### src/rtl/brg_vvadd_xcel_pkg.sv
// Shared types and helpers for the VVADD accelerator sequencing controller:
// FSM states, pairing-slot geometry and the request tag layout.
package brg_vvadd_xcel_pkg;

    localparam int SLOTS    = 16;
    localparam int SLOT_W   = 4;
    localparam int REG_ID_W = 5;

    typedef enum logic [2:0] {
        IDLE,
        FETCH,
        DRAIN,
        SIGNAL,
        WAIT_ACK,
        DONE
    } state_e;

    // Tag layout: {slot, is_b}; the low bit picks the operand half.
    function automatic logic [REG_ID_W-1:0] encode_reg_id(input logic [SLOT_W-1:0] slot,
                                                          input logic              is_b);
        return {slot, is_b};
    endfunction

    function automatic logic [SLOT_W-1:0] reg_id_slot(input logic [REG_ID_W-1:0] id);
        return id[REG_ID_W-1:1];
    endfunction

    function automatic logic reg_id_is_b(input logic [REG_ID_W-1:0] id);
        return id[0];
    endfunction

endpackage

### src/rtl/brg_vvadd_xcel_ctrl_if.sv
// Bundle of the network-tx request/return handshake and the result scratchpad
// write port driven by the VVADD sequencing controller.
interface brg_vvadd_xcel_ctrl_if #(
    parameter int data_width_p      = 32,
    parameter int addr_width_p      = 32,
    parameter int max_out_credits_p = 4
);
    localparam int credit_counter_width_lp = $clog2(max_out_credits_p + 1);

    logic                               tx_v_o;
    logic                               tx_fetching_o;
    logic [addr_width_p-1:0]            tx_addr_o;
    logic [addr_width_p-1:0]            tx_signal_addr_o;
    logic [4:0]                         tx_reg_id_o;
    logic                               tx_ready_i;
    logic [credit_counter_width_lp-1:0] tx_credits_i;
    logic                               tx_returned_v_i;
    logic [data_width_p-1:0]            tx_returned_data_i;
    logic [4:0]                         tx_returned_reg_id_i;
    logic                               c_w_v_o;
    logic [addr_width_p-1:0]            c_w_addr_o;
    logic [data_width_p-1:0]            c_w_data_o;

    modport master (
        output tx_v_o, tx_fetching_o, tx_addr_o, tx_signal_addr_o, tx_reg_id_o,
        input  tx_ready_i, tx_credits_i,
        input  tx_returned_v_i, tx_returned_data_i, tx_returned_reg_id_i,
        output c_w_v_o, c_w_addr_o, c_w_data_o
    );

    modport slave (
        input  tx_v_o, tx_fetching_o, tx_addr_o, tx_signal_addr_o, tx_reg_id_o,
        output tx_ready_i, tx_credits_i,
        output tx_returned_v_i, tx_returned_data_i, tx_returned_reg_id_i,
        input  c_w_v_o, c_w_addr_o, c_w_data_o
    );

endinterface

### src/rtl/brg_vvadd_xcel_pair_buf.sv
// 16-entry operand pairing scoreboard: returns fill A/B halves in any order,
// the head slot reports ready once both halves are present and clears on retire.
module brg_vvadd_xcel_pair_buf
    import brg_vvadd_xcel_pkg::*;
#(
    parameter int data_width_p = 32
) (
    input  logic                    clk_i,
    input  logic                    reset_i,
    input  logic                    clear_i,
    input  logic                    w_v_i,
    input  logic [REG_ID_W-1:0]     w_reg_id_i,
    input  logic [data_width_p-1:0] w_data_i,
    input  logic [SLOT_W-1:0]       head_slot_i,
    input  logic                    retire_i,
    output logic                    head_ready_o,
    output logic [data_width_p-1:0] head_a_o,
    output logic [data_width_p-1:0] head_b_o
);

    logic [SLOTS-1:0]        a_v_q;
    logic [SLOTS-1:0]        b_v_q;
    logic [data_width_p-1:0] a_q [SLOTS];
    logic [data_width_p-1:0] b_q [SLOTS];
    logic [SLOT_W-1:0]       w_slot;
    logic                    w_is_b;

    assign w_slot = reg_id_slot(w_reg_id_i);
    assign w_is_b = reg_id_is_b(w_reg_id_i);

    // Retire and write never collide on one slot: retire needs both halves valid.
    always_ff @(posedge clk_i) begin
        if (reset_i || clear_i) begin
            a_v_q <= '0;
            b_v_q <= '0;
        end else begin
            if (retire_i) begin
                a_v_q[head_slot_i] <= 1'b0;
                b_v_q[head_slot_i] <= 1'b0;
            end
            if (w_v_i) begin
                if (w_is_b) b_v_q[w_slot] <= 1'b1;
                else        a_v_q[w_slot] <= 1'b1;
            end
        end
    end

    always_ff @(posedge clk_i) begin
        if (w_v_i) begin
            if (w_is_b) b_q[w_slot] <= w_data_i;
            else        a_q[w_slot] <= w_data_i;
        end
    end

    always_ff @(posedge clk_i) begin
        if (!reset_i && w_v_i) begin
            assert (!(w_is_b ? b_v_q[w_slot] : a_v_q[w_slot]));
        end
    end

    assign head_ready_o = a_v_q[head_slot_i] & b_v_q[head_slot_i];
    assign head_a_o     = a_q[head_slot_i];
    assign head_b_o     = b_q[head_slot_i];

endmodule

### src/rtl/brg_vvadd_xcel_ctrl.sv
// VVADD sequencing controller: issues A/B loads, pairs out-of-order returns,
// writes C[i] = A[i] + B[i] in index order, then sends the completion store.
module brg_vvadd_xcel_ctrl
    import brg_vvadd_xcel_pkg::*;
#(
    parameter int data_width_p      = 32,
    parameter int addr_width_p      = 32,
    parameter int max_out_credits_p = 4,
    parameter int len_width_p       = 16
) (
    input  logic                    clk_i,
    input  logic                    reset_i,
    input  logic                    go_i,
    input  logic [addr_width_p-1:0] a_base_i,
    input  logic [addr_width_p-1:0] b_base_i,
    input  logic [addr_width_p-1:0] sig_addr_i,
    input  logic [addr_width_p-1:0] c_base_i,
    input  logic [len_width_p-1:0]  len_i,
    output logic                    busy_o,
    output logic                    done_o,
    brg_vvadd_xcel_ctrl_if.master   tx_if
);

    localparam int credit_counter_width_lp = $clog2(max_out_credits_p + 1);

    state_e                  state_q;
    logic [len_width_p-1:0]  issue_idx_q;
    logic [len_width_p-1:0]  retire_idx_q;
    logic [len_width_p-1:0]  len_q;
    logic                    half_q;
    logic [addr_width_p-1:0] a_base_q;
    logic [addr_width_p-1:0] b_base_q;
    logic [addr_width_p-1:0] c_base_q;
    logic [addr_width_p-1:0] sig_q;

    logic                    active;
    logic                    have_credit;
    logic                    in_window;
    logic                    fetch_v;
    logic                    sig_v;
    logic                    head_ready;
    logic                    retire;
    logic [data_width_p-1:0] head_a;
    logic [data_width_p-1:0] head_b;

    assign active      = (state_q == FETCH) || (state_q == DRAIN);
    assign have_credit = tx_if.tx_credits_i != '0;
    // Slot issue_idx mod 16 is free only once element issue_idx-16 has retired.
    assign in_window   = (issue_idx_q - retire_idx_q) < len_width_p'(SLOTS);
    assign fetch_v     = (state_q == FETCH) && have_credit && (issue_idx_q < len_q) && in_window;
    assign sig_v       = (state_q == SIGNAL) && have_credit;
    assign retire      = active && head_ready;

    assign tx_if.tx_v_o           = fetch_v || sig_v;
    assign tx_if.tx_fetching_o    = state_q != SIGNAL;
    assign tx_if.tx_addr_o        = (state_q == FETCH)
                                  ? (half_q ? b_base_q : a_base_q) + addr_width_p'(issue_idx_q)
                                  : '0;
    assign tx_if.tx_reg_id_o      = (state_q == FETCH)
                                  ? encode_reg_id(issue_idx_q[SLOT_W-1:0], half_q)
                                  : '0;
    assign tx_if.tx_signal_addr_o = sig_q;

    assign tx_if.c_w_v_o    = retire;
    assign tx_if.c_w_addr_o = retire ? c_base_q + addr_width_p'(retire_idx_q) : '0;
    assign tx_if.c_w_data_o = retire ? head_a + head_b : '0;

    assign busy_o = state_q != IDLE;
    assign done_o = state_q == DONE;

    brg_vvadd_xcel_pair_buf #(
        .data_width_p(data_width_p)
    ) u_pair_buf (
        .clk_i       (clk_i),
        .reset_i     (reset_i),
        .clear_i     ((state_q == IDLE) && go_i),
        .w_v_i       (active && tx_if.tx_returned_v_i),
        .w_reg_id_i  (tx_if.tx_returned_reg_id_i),
        .w_data_i    (tx_if.tx_returned_data_i),
        .head_slot_i (retire_idx_q[SLOT_W-1:0]),
        .retire_i    (retire),
        .head_ready_o(head_ready),
        .head_a_o    (head_a),
        .head_b_o    (head_b)
    );

    always_ff @(posedge clk_i) begin
        if (reset_i) begin
            state_q      <= IDLE;
            issue_idx_q  <= '0;
            retire_idx_q <= '0;
            len_q        <= '0;
            half_q       <= 1'b0;
            a_base_q     <= '0;
            b_base_q     <= '0;
            c_base_q     <= '0;
            sig_q        <= '0;
        end else begin
            if (retire) retire_idx_q <= retire_idx_q + len_width_p'(1);
            // A goes out first; the element index advances once B is accepted.
            if (fetch_v && tx_if.tx_ready_i) begin
                half_q <= ~half_q;
                if (half_q) issue_idx_q <= issue_idx_q + len_width_p'(1);
            end
            case (state_q)
                IDLE: begin
                    if (go_i) begin
                        a_base_q     <= a_base_i;
                        b_base_q     <= b_base_i;
                        c_base_q     <= c_base_i;
                        sig_q        <= sig_addr_i;
                        len_q        <= len_i;
                        issue_idx_q  <= '0;
                        retire_idx_q <= '0;
                        half_q       <= 1'b0;
                        state_q      <= (len_i == '0) ? SIGNAL : FETCH;
                    end
                end
                FETCH: begin
                    if (issue_idx_q == len_q) state_q <= DRAIN;
                end
                DRAIN: begin
                    if ((retire_idx_q == len_q) &&
                        (tx_if.tx_credits_i == credit_counter_width_lp'(max_out_credits_p)))
                        state_q <= SIGNAL;
                end
                SIGNAL: begin
                    if (sig_v && tx_if.tx_ready_i) state_q <= WAIT_ACK;
                end
                WAIT_ACK: begin
                    if (tx_if.tx_returned_v_i) state_q <= DONE;
                end
                DONE: begin
                    state_q <= IDLE;
                end
                default: begin
                    state_q <= IDLE;
                end
            endcase
        end
    end

endmodule

### src/flat_wrapper.sv
// flat-port wrapper written by rule: the top's interface ports become plain ports
module brg_vvadd_xcel_ctrl_flat import brg_vvadd_xcel_pkg::*;
#(
    parameter int data_width_p      = 32,
    parameter int addr_width_p      = 32,
    parameter int max_out_credits_p = 4,
    parameter int len_width_p       = 16
)
  (clk_i, reset_i, go_i, a_base_i, b_base_i, sig_addr_i, c_base_i, len_i, busy_o, done_o, tx_if_tx_v_o, tx_if_tx_fetching_o, tx_if_tx_addr_o, tx_if_tx_signal_addr_o, tx_if_tx_reg_id_o, tx_if_tx_ready_i, tx_if_tx_credits_i, tx_if_tx_returned_v_i, tx_if_tx_returned_data_i, tx_if_tx_returned_reg_id_i, tx_if_c_w_v_o, tx_if_c_w_addr_o, tx_if_c_w_data_o);
  brg_vvadd_xcel_ctrl_if #(.data_width_p(data_width_p), .addr_width_p(addr_width_p), .max_out_credits_p(max_out_credits_p)) tx_if_i ();
  input  logic clk_i;
  input  logic reset_i;
  input  logic go_i;
  input  logic [addr_width_p-1:0] a_base_i;
  input  logic [addr_width_p-1:0] b_base_i;
  input  logic [addr_width_p-1:0] sig_addr_i;
  input  logic [addr_width_p-1:0] c_base_i;
  input  logic [len_width_p-1:0] len_i;
  output logic busy_o;
  output logic done_o;
  output wire logic [$bits(tx_if_i.tx_v_o)-1:0] tx_if_tx_v_o;
  output wire logic [$bits(tx_if_i.tx_fetching_o)-1:0] tx_if_tx_fetching_o;
  output wire logic [$bits(tx_if_i.tx_addr_o)-1:0] tx_if_tx_addr_o;
  output wire logic [$bits(tx_if_i.tx_signal_addr_o)-1:0] tx_if_tx_signal_addr_o;
  output wire logic [$bits(tx_if_i.tx_reg_id_o)-1:0] tx_if_tx_reg_id_o;
  input wire logic [$bits(tx_if_i.tx_ready_i)-1:0] tx_if_tx_ready_i;
  input wire logic [$bits(tx_if_i.tx_credits_i)-1:0] tx_if_tx_credits_i;
  input wire logic [$bits(tx_if_i.tx_returned_v_i)-1:0] tx_if_tx_returned_v_i;
  input wire logic [$bits(tx_if_i.tx_returned_data_i)-1:0] tx_if_tx_returned_data_i;
  input wire logic [$bits(tx_if_i.tx_returned_reg_id_i)-1:0] tx_if_tx_returned_reg_id_i;
  output wire logic [$bits(tx_if_i.c_w_v_o)-1:0] tx_if_c_w_v_o;
  output wire logic [$bits(tx_if_i.c_w_addr_o)-1:0] tx_if_c_w_addr_o;
  output wire logic [$bits(tx_if_i.c_w_data_o)-1:0] tx_if_c_w_data_o;
  assign tx_if_tx_v_o = tx_if_i.tx_v_o;
  assign tx_if_tx_fetching_o = tx_if_i.tx_fetching_o;
  assign tx_if_tx_addr_o = tx_if_i.tx_addr_o;
  assign tx_if_tx_signal_addr_o = tx_if_i.tx_signal_addr_o;
  assign tx_if_tx_reg_id_o = tx_if_i.tx_reg_id_o;
  assign tx_if_i.tx_ready_i = tx_if_tx_ready_i;
  assign tx_if_i.tx_credits_i = tx_if_tx_credits_i;
  assign tx_if_i.tx_returned_v_i = tx_if_tx_returned_v_i;
  assign tx_if_i.tx_returned_data_i = tx_if_tx_returned_data_i;
  assign tx_if_i.tx_returned_reg_id_i = tx_if_tx_returned_reg_id_i;
  assign tx_if_c_w_v_o = tx_if_i.c_w_v_o;
  assign tx_if_c_w_addr_o = tx_if_i.c_w_addr_o;
  assign tx_if_c_w_data_o = tx_if_i.c_w_data_o;
  brg_vvadd_xcel_ctrl #(.data_width_p(data_width_p), .addr_width_p(addr_width_p), .max_out_credits_p(max_out_credits_p), .len_width_p(len_width_p)) u_core (.clk_i(clk_i), .reset_i(reset_i), .go_i(go_i), .a_base_i(a_base_i), .b_base_i(b_base_i), .sig_addr_i(sig_addr_i), .c_base_i(c_base_i), .len_i(len_i), .busy_o(busy_o), .done_o(done_o), .tx_if(tx_if_i));
endmodule
### config.mk
export PLATFORM = sky130hd
export DESIGN_NAME = brg_vvadd_xcel_ctrl_flat
export DESIGN_NICKNAME = d
export VERILOG_FILES = /design/src/rtl/brg_vvadd_xcel_pkg.sv /design/src/rtl/brg_vvadd_xcel_ctrl_if.sv /design/src/rtl/brg_vvadd_xcel_pair_buf.sv /design/src/rtl/brg_vvadd_xcel_ctrl.sv /design/src/flat_wrapper.sv
export SDC_FILE = /design/constraint.sdc
export NUM_CORES = 2
export LEC_CHECK = 0
export BUFFER_PORTS_ARGS = -buffer_cell sky130_fd_sc_hd__clkbuf_2
export CORE_AREA = 3 3 370 226
export CTS_CLUSTER_SIZE = 14
export DETAILED_ROUTE_END_ITERATION = 7
export DIE_AREA = 0 0 373 229
export HOLD_SLACK_MARGIN = 0.06
export PLACE_DENSITY = 0.84
export SYNTH_ARGS = -nofsm -noshare
export SYNTH_HDL_FRONTEND = slang
export SYNTH_SLANG_ARGS = --single-unit
### constraint.sdc
create_clock -name clk_i -period 11.4 [get_ports clk_i]
set_clock_uncertainty 0.05 [all_clocks]
set_input_delay 0 -clock clk_i [delete_from_list [all_inputs] [get_ports clk_i]]
set_output_delay 0 -clock clk_i [all_outputs]
set_load 0.01 [all_outputs]
## Yosys cells after proc, flatten, opt, wreduce, memory -nomap -nowiden

Memory sizes are Yosys's and may differ from the RTL's. A register that Yosys moved wholly into a read port is not among the register bits.
Cells that the tools add are included.

- Add/subtract/negate cells: 6
- Multiplexer cells: 46
- Order comparisons: 6
- Bitwise gates (word level): 7
- Reductions and logical operators: 21
- Eq/ne operators: 14

Operator list:

| operator | number |
|---|---|
| $mux 16 | 15 |
| $mux 32 | 4 |
| $add 32x16->32 | 2 |
| $add 16x1->16 const B | 2 |
| $add 32x32->32 | 1 |
| $and 16x16->16 | 2 |
| $eq 16x16->1 | 2 |
| $or 16x16->16 | 2 |
| $logic_not 16->1 | 1 |
| $lt 16x16->1 | 1 |
| $lt 16x5->1 const B | 1 |
| $not 16->16 | 1 |
| $sub 16x16->16 | 1 |
| $mux 3 | 5 |
| $pmux 3 s5 | 1 |
| $mux 1 | 13 |
| $logic_and 1x1->1 | 12 |
| $lt 4x5->1 const B | 2 |
| $ne 2x2->1 const B | 5 |
| $eq 3x3->1 const B | 3 |
| $bmux 1 s4 | 2 |
| $demux 1 s4 | 2 |
| $ge 4x1->1 const B | 2 |
| $mux 4 | 2 |
| other kinds (12) | 16 |

- Logic and storage cells: 113
- Input bits: 189
- Memories: 2
- Register bits after elaboration: 212
- Output and inout bits: 138
- RAM bits: 1024

Memories:

| memory | words | width | read ports | clocked after memory_dff | write ports | line | text |
|---|---|---|---|---|---|---|---|
| u_core.u_pair_buf.a_q | 16 | 32 | 1 | 1 | 1 | brg_vvadd_xcel_pair_buf.sv:23 | `logic [data_width_p-1:0] a_q [SLOTS];` |
| u_core.u_pair_buf.b_q | 16 | 32 | 1 | 1 | 1 | brg_vvadd_xcel_pair_buf.sv:24 | `logic [data_width_p-1:0] b_q [SLOTS];` |

## Depth between registers and ports, before layout

- Depth after elaboration: 11
- Gate-level depth with buffers: 18
- Gate-level depth less buffers: 13

## Hierarchy

A second synthesis with hierarchy kept.

- Cells, all modules: 3313
- Area, all modules: 52481.6 sq um

By module, submodules not included:

| module | area an instance (sq um) | times used | sequential area each (sq um) | cells an instance |
|---|---|---|---|---|
| brg_vvadd_xcel_pair_buf | 40008.4 | 1 | 31390.1 | 1627 |
| brg_vvadd_xcel_ctrl | 12473.2 | 1 | 3603.5 | 1686 |

## Worst setup path after synthesis

No wires, ideal clock.

- Path type: flip-flop to output port
- Start: register u_core.retire_idx_q[0]
- End: output port tx_if_c_w_data_o[31]
- Stages on the path, launching flop included: 18
- Path slack: 5.945 ns
- Data arrival time: 5.405 ns
- Cell sequence: dfxtp_1 buf_2 buf_2 clkbuf_1 clkbuf_1 buf_1 mux4_2 mux4_2 ha_1 and4_1 nand3_1 o211ai_1 o41ai_1 o211ai_1 a31oi_1 o21ai_1 a2111oi_0 o21bai_1

- Cells in the longest elaborated chain, start to end: 5
- Elaborated cells on any way between the ends: 7

Ends and longest elaborated chain:

| element | line | text |
|---|---|---|
| start, declared | brg_vvadd_xcel_ctrl.sv:28 | `logic [len_width_p-1:0] retire_idx_q;` |
| start signal, assigned | brg_vvadd_xcel_ctrl.sv:99 | `if (retire) retire_idx_q <= retire_idx_q + len_width_p'(1);` |
| $bmux 1 s4 | brg_vvadd_xcel_pair_buf.sv:61 | `assign head_ready_o = a_v_q[head_slot_i] & b_v_q[head_slot_i];` |
| $mux 1 (implied by the code) | brg_vvadd_xcel_pair_buf.sv:61 |  |
| $and 1x1->1 (*) | brg_vvadd_xcel_pair_buf.sv:61 |  |
| $logic_and 1x1->1 (*) | brg_vvadd_xcel_ctrl.sv:52 | `assign retire = active && head_ready;` |
| $mux 32 (*) | brg_vvadd_xcel_ctrl.sv:66 | `assign tx_if.c_w_data_o = retire ? head_a + head_b : '0;` |
| end, declared | flat_wrapper.sv:33 | `output wire logic [$bits(tx_if_i.c_w_data_o)-1:0] tx_if_c_w_data_o;` |

Every way passes the cells marked *; elsewhere a longest branch is shown, timed or not. The select of a mux whose other input is x is not followed.

## Worst setup path in the final report

Ends and elaborated chain as after synthesis.

==> run metrics <==
boundary pin count=327; DRT Pass-1 Iters=8; clock buffer depth=3; switching share of power=0.2526; Max Fclk=133.3 MHz; internal power=7.278 mW; Post-synth EDFFs=1024; Num CTS Buffers=107; simple-gate portion of the synthesized area=0.06952; cts repair resizes=0; largest net degree at the start of global routing=131; Most used DFF post-synth=edfxtp_1; IO Port Bufs=326; Fillers=3921; power per standard cell area=155.0 mW/mm^2; Cell Rows=81; fin. max-slew vios=9; Initial DRC Count=6987; critical path startpoint category=register; Placer Congestion=0.9106; final setup margin=3.897 ns; Reg clk slew, reported paths=0.07 ns; Final Hold Fails=0; clock share of power=0.363; main combinational cell family by area after synthesis=multiplexers; Netlist cell types=68; die width=373 um; Adder-Cell Fraction of Synth Area=0.02471; starting density of the core=0.6444; root buf cell=clkbuf_16; Tot Pwr=9.737 mW; Die ar.=0.08542 mm^2; WL final=171000 um; Post-DRT Antenna Nets=0; Crit path required time=11.35 ns; nets=4381; minimum clock period=7.503 ns; Final Cycle Share=0.6582; yosys warns=0; critical path capture point type=output pin; VDD IR-drop max=0.1622 mV; sequential area share after synthesis=0.6723; combinational power share=0.112; Finished Cell Area=0.06283 mm^2; vias per cell=7.158; hold_buf cts=462; RSZ-0062 raised after global routing=no; post-synthesis xor/xnor area fraction=0.01733; dpl ws=4.796 ns; Psw=2.459 mW; setup bufs post-CTS=0; H-Tree Depth=3; compound-gate portion of the synthesized area=0.05079; layout cells sized above 1=0.2200; critical path type=register to output pin; max-cap violations=1; dpl cells=4598; first-pass GRT wire length=250800 um; via total after detailed routing=37623; worst skew pair latency=0.77 ns; violated checks=DRC, capacitance limit, slew limit; hold crit path type=primary input to register; Overflow after GRT=0; async set or reset register ratio after synthesis=0; Clock Sinks=1236; Worst-Margin Slew=1.541 ns; Post-Layout Cell Count=5256; Multi-input gate area=0.01623 mm^2; Area after DPL=0.05494 mm^2; Global Route Usage Sum=0.4061; CTS tree=built; initial antenna violation count=20; status=finished with violations; Synth Cell Area=0.05205 mm^2; drc violations=237; Pleak=21.40 nW; Setup violations, final=0; Die H=229 um; FF+latch area=0.03501 mm^2; syn_nets=3588; Layout area overhead=20.70%; Core Region=0.08077 mm^2; Reg power frac=0.525; vias in the first global route=38140; post-synthesis mux area share=0.1478; CP Max Fanout=110; Rel. slew slack=-0.03607; Setup TNS=0 ns; Cells after Synth=3298; Critical Path AT=7.45 ns; post-DP HPWL=77540 um; Avg WL per Cell=32.54 um; Mapped Avg Cell Area=15.78 um^2; #FFs+latches synth=1236
[cell families after synthesis]
family / Yosys count
multiplexers: 364
XOR/XNOR: 103
buffers and inverters: 238
AND/OR/NAND/NOR: 800
adder cells (fa/ha/maj): 101
AO/OA/AOI/OAI: 456
flip-flops: 1236
[final timing paths]
kind / startpoint / to / slack, ns / cells past startpoint
setup reg to reg: u_core.retire_idx_q[2] / u_core.issue_idx_q[3] / 5.52 / 12
hold / removal: tx_if_tx_ready_i / u_core.issue_idx_q[5] / 0.39 / 5
hold reg to reg: u_core.tx_if.tx_signal_addr_o[26] / u_core.tx_if.tx_signal_addr_o[26] / 0.42 / 2
setup / recovery: u_core.retire_idx_q[0] / tx_if_c_w_data_o[31] / 3.90 / 15
[routing by layer]
layer	global-route usage	wire length [um]	share of wire
met5	0.01276	145	0.00085
met4	0.2356	12810	0.075
met3	0.1636	25710	0.15
met2	0.5967	75890	0.44
met1	0.5164	56490	0.33
[power by group through the flow]
stage                     logic, mW  registers, mW  clock network (mW)
after floorplan               0.469           5.16                   0
final                          1.09           5.12                3.53
after global placement        0.698           5.17                   0
after CTS                     0.931           5.08                3.49
after detailed placement      0.717           5.18                   0
after global routing           1.14           5.12                3.70
[metrics by stage]
step / hold slack [ns] / util
2_1_floorplan: 0.04887 / -
3_3_place_gp: 0.1722 / 0.6801
3_5_place_dp: 0.1775 / 0.6801
4_1_cts: 0.3000 / 0.7771
5_1_grt: 0.3883 / 0.7774
6_report: 0.3921 / 0.7778
[flip-flops by register name, summed over array words and instances (netlist names), 32 cells and up]
signal                         count
u_core.a_base_q                   32
u_core.b_base_q                   32
u_core.c_base_q                   32
u_core.u_pair_buf.a_q            512
u_core.u_pair_buf.b_q            512
u_core.tx_if.tx_signal_addr_o     32
[cell usage in the layout, fill, tap and decap left out, drive strengths merged, types with 41 or more instances in the layout]
cell and n:
a21oi 252, nand3 45, ha 98, buf 53
clkbuf 462, xnor2 62, o21ai 83, dfxtp 212
xor2 41, nor2 153, mux4 322, nand2 403
inv 85, dlygate4sd3 462, edfxtp 1024
[layout make-up]
| class | count | area share |
|---|---|---|
| Sequential cell | 1236 | 0.5572 |
| Multi-Input combinational cell | 1824 | 0.2584 |
| Timing Repair Buffer | 840 | 0.1063 |
| Clock buffer | 137 | 0.04553 |
| Tap cell | 1079 | 0.02149 |
| Clock inverter | 40 | 0.005477 |
| Inverter | 82 | 0.004979 |
| Antenna cell | 18 | 0.0007169 |
[cells in the mapped netlist (4+ instances only)]
| cell type | count | area share |
|---|---|---|
| a211oi_1 | 13 | 0.0019 |
| or3_1 | 17 | 0.0020 |
| a221o_1 | 5 | 0.00096 |
| inv_1 | 79 | 0.0057 |
| clkbuf_1 | 118 | 0.0085 |
| a21oi_1 | 252 | 0.024 |
| and2_1 | 19 | 0.0023 |
| nor3b_1 | 7 | 0.0010 |
| or2_2 | 5 | 0.00060 |
| and3_1 | 23 | 0.0028 |
| mux2i_1 | 25 | 0.0048 |
| a31oi_1 | 7 | 0.00084 |
| a21o_1 | 26 | 0.0037 |
| o21a_1 | 9 | 0.0013 |
| edfxtp_1 | 1024 | 0.59 |
| nor3_1 | 25 | 0.0024 |
| xor2_1 | 41 | 0.0069 |
| nand2b_1 | 19 | 0.0023 |
| xnor2_1 | 62 | 0.010 |
| buf_2 | 7 | 0.00067 |
| a211o_1 | 4 | 0.00067 |
| mux4_2 | 322 | 0.14 |
| o31ai_1 | 4 | 0.00058 |
| buf_1 | 29 | 0.0021 |
| nand3_1 | 45 | 0.0043 |
| mux2_2 | 17 | 0.0037 |
| or4_1 | 14 | 0.0020 |
| nor2_1 | 153 | 0.011 |
| nor2b_1 | 12 | 0.0014 |
| ha_1 | 98 | 0.024 |
| nand4_1 | 23 | 0.0028 |
| o21ai_1 | 12 | 0.0012 |
| nand2_1 | 403 | 0.029 |
| o211ai_1 | 17 | 0.0025 |
| nor4_1 | 18 | 0.0022 |
| o21ai_0 | 71 | 0.0068 |
| o21bai_1 | 9 | 0.0013 |
| dfxtp_1 | 212 | 0.082 |
[critical path, stage by stage, from the launching register on]
cell       delay (ns)
dfxtp_4          0.92
buf_12           0.67
mux4_2           0.61
mux4_2           0.54
ha_1             0.34
a211o_1          0.27
o211ai_1         0.14
o211ai_1         0.31
o41ai_1          0.52
buf_4            0.28
o211ai_1         0.26
a31oi_1          0.47
o21ai_1          0.31
a2111oi_0        0.45
o21bai_1         0.20
clkbuf_2         0.27
Note: power is estimated with default switching activity, not from simulation.
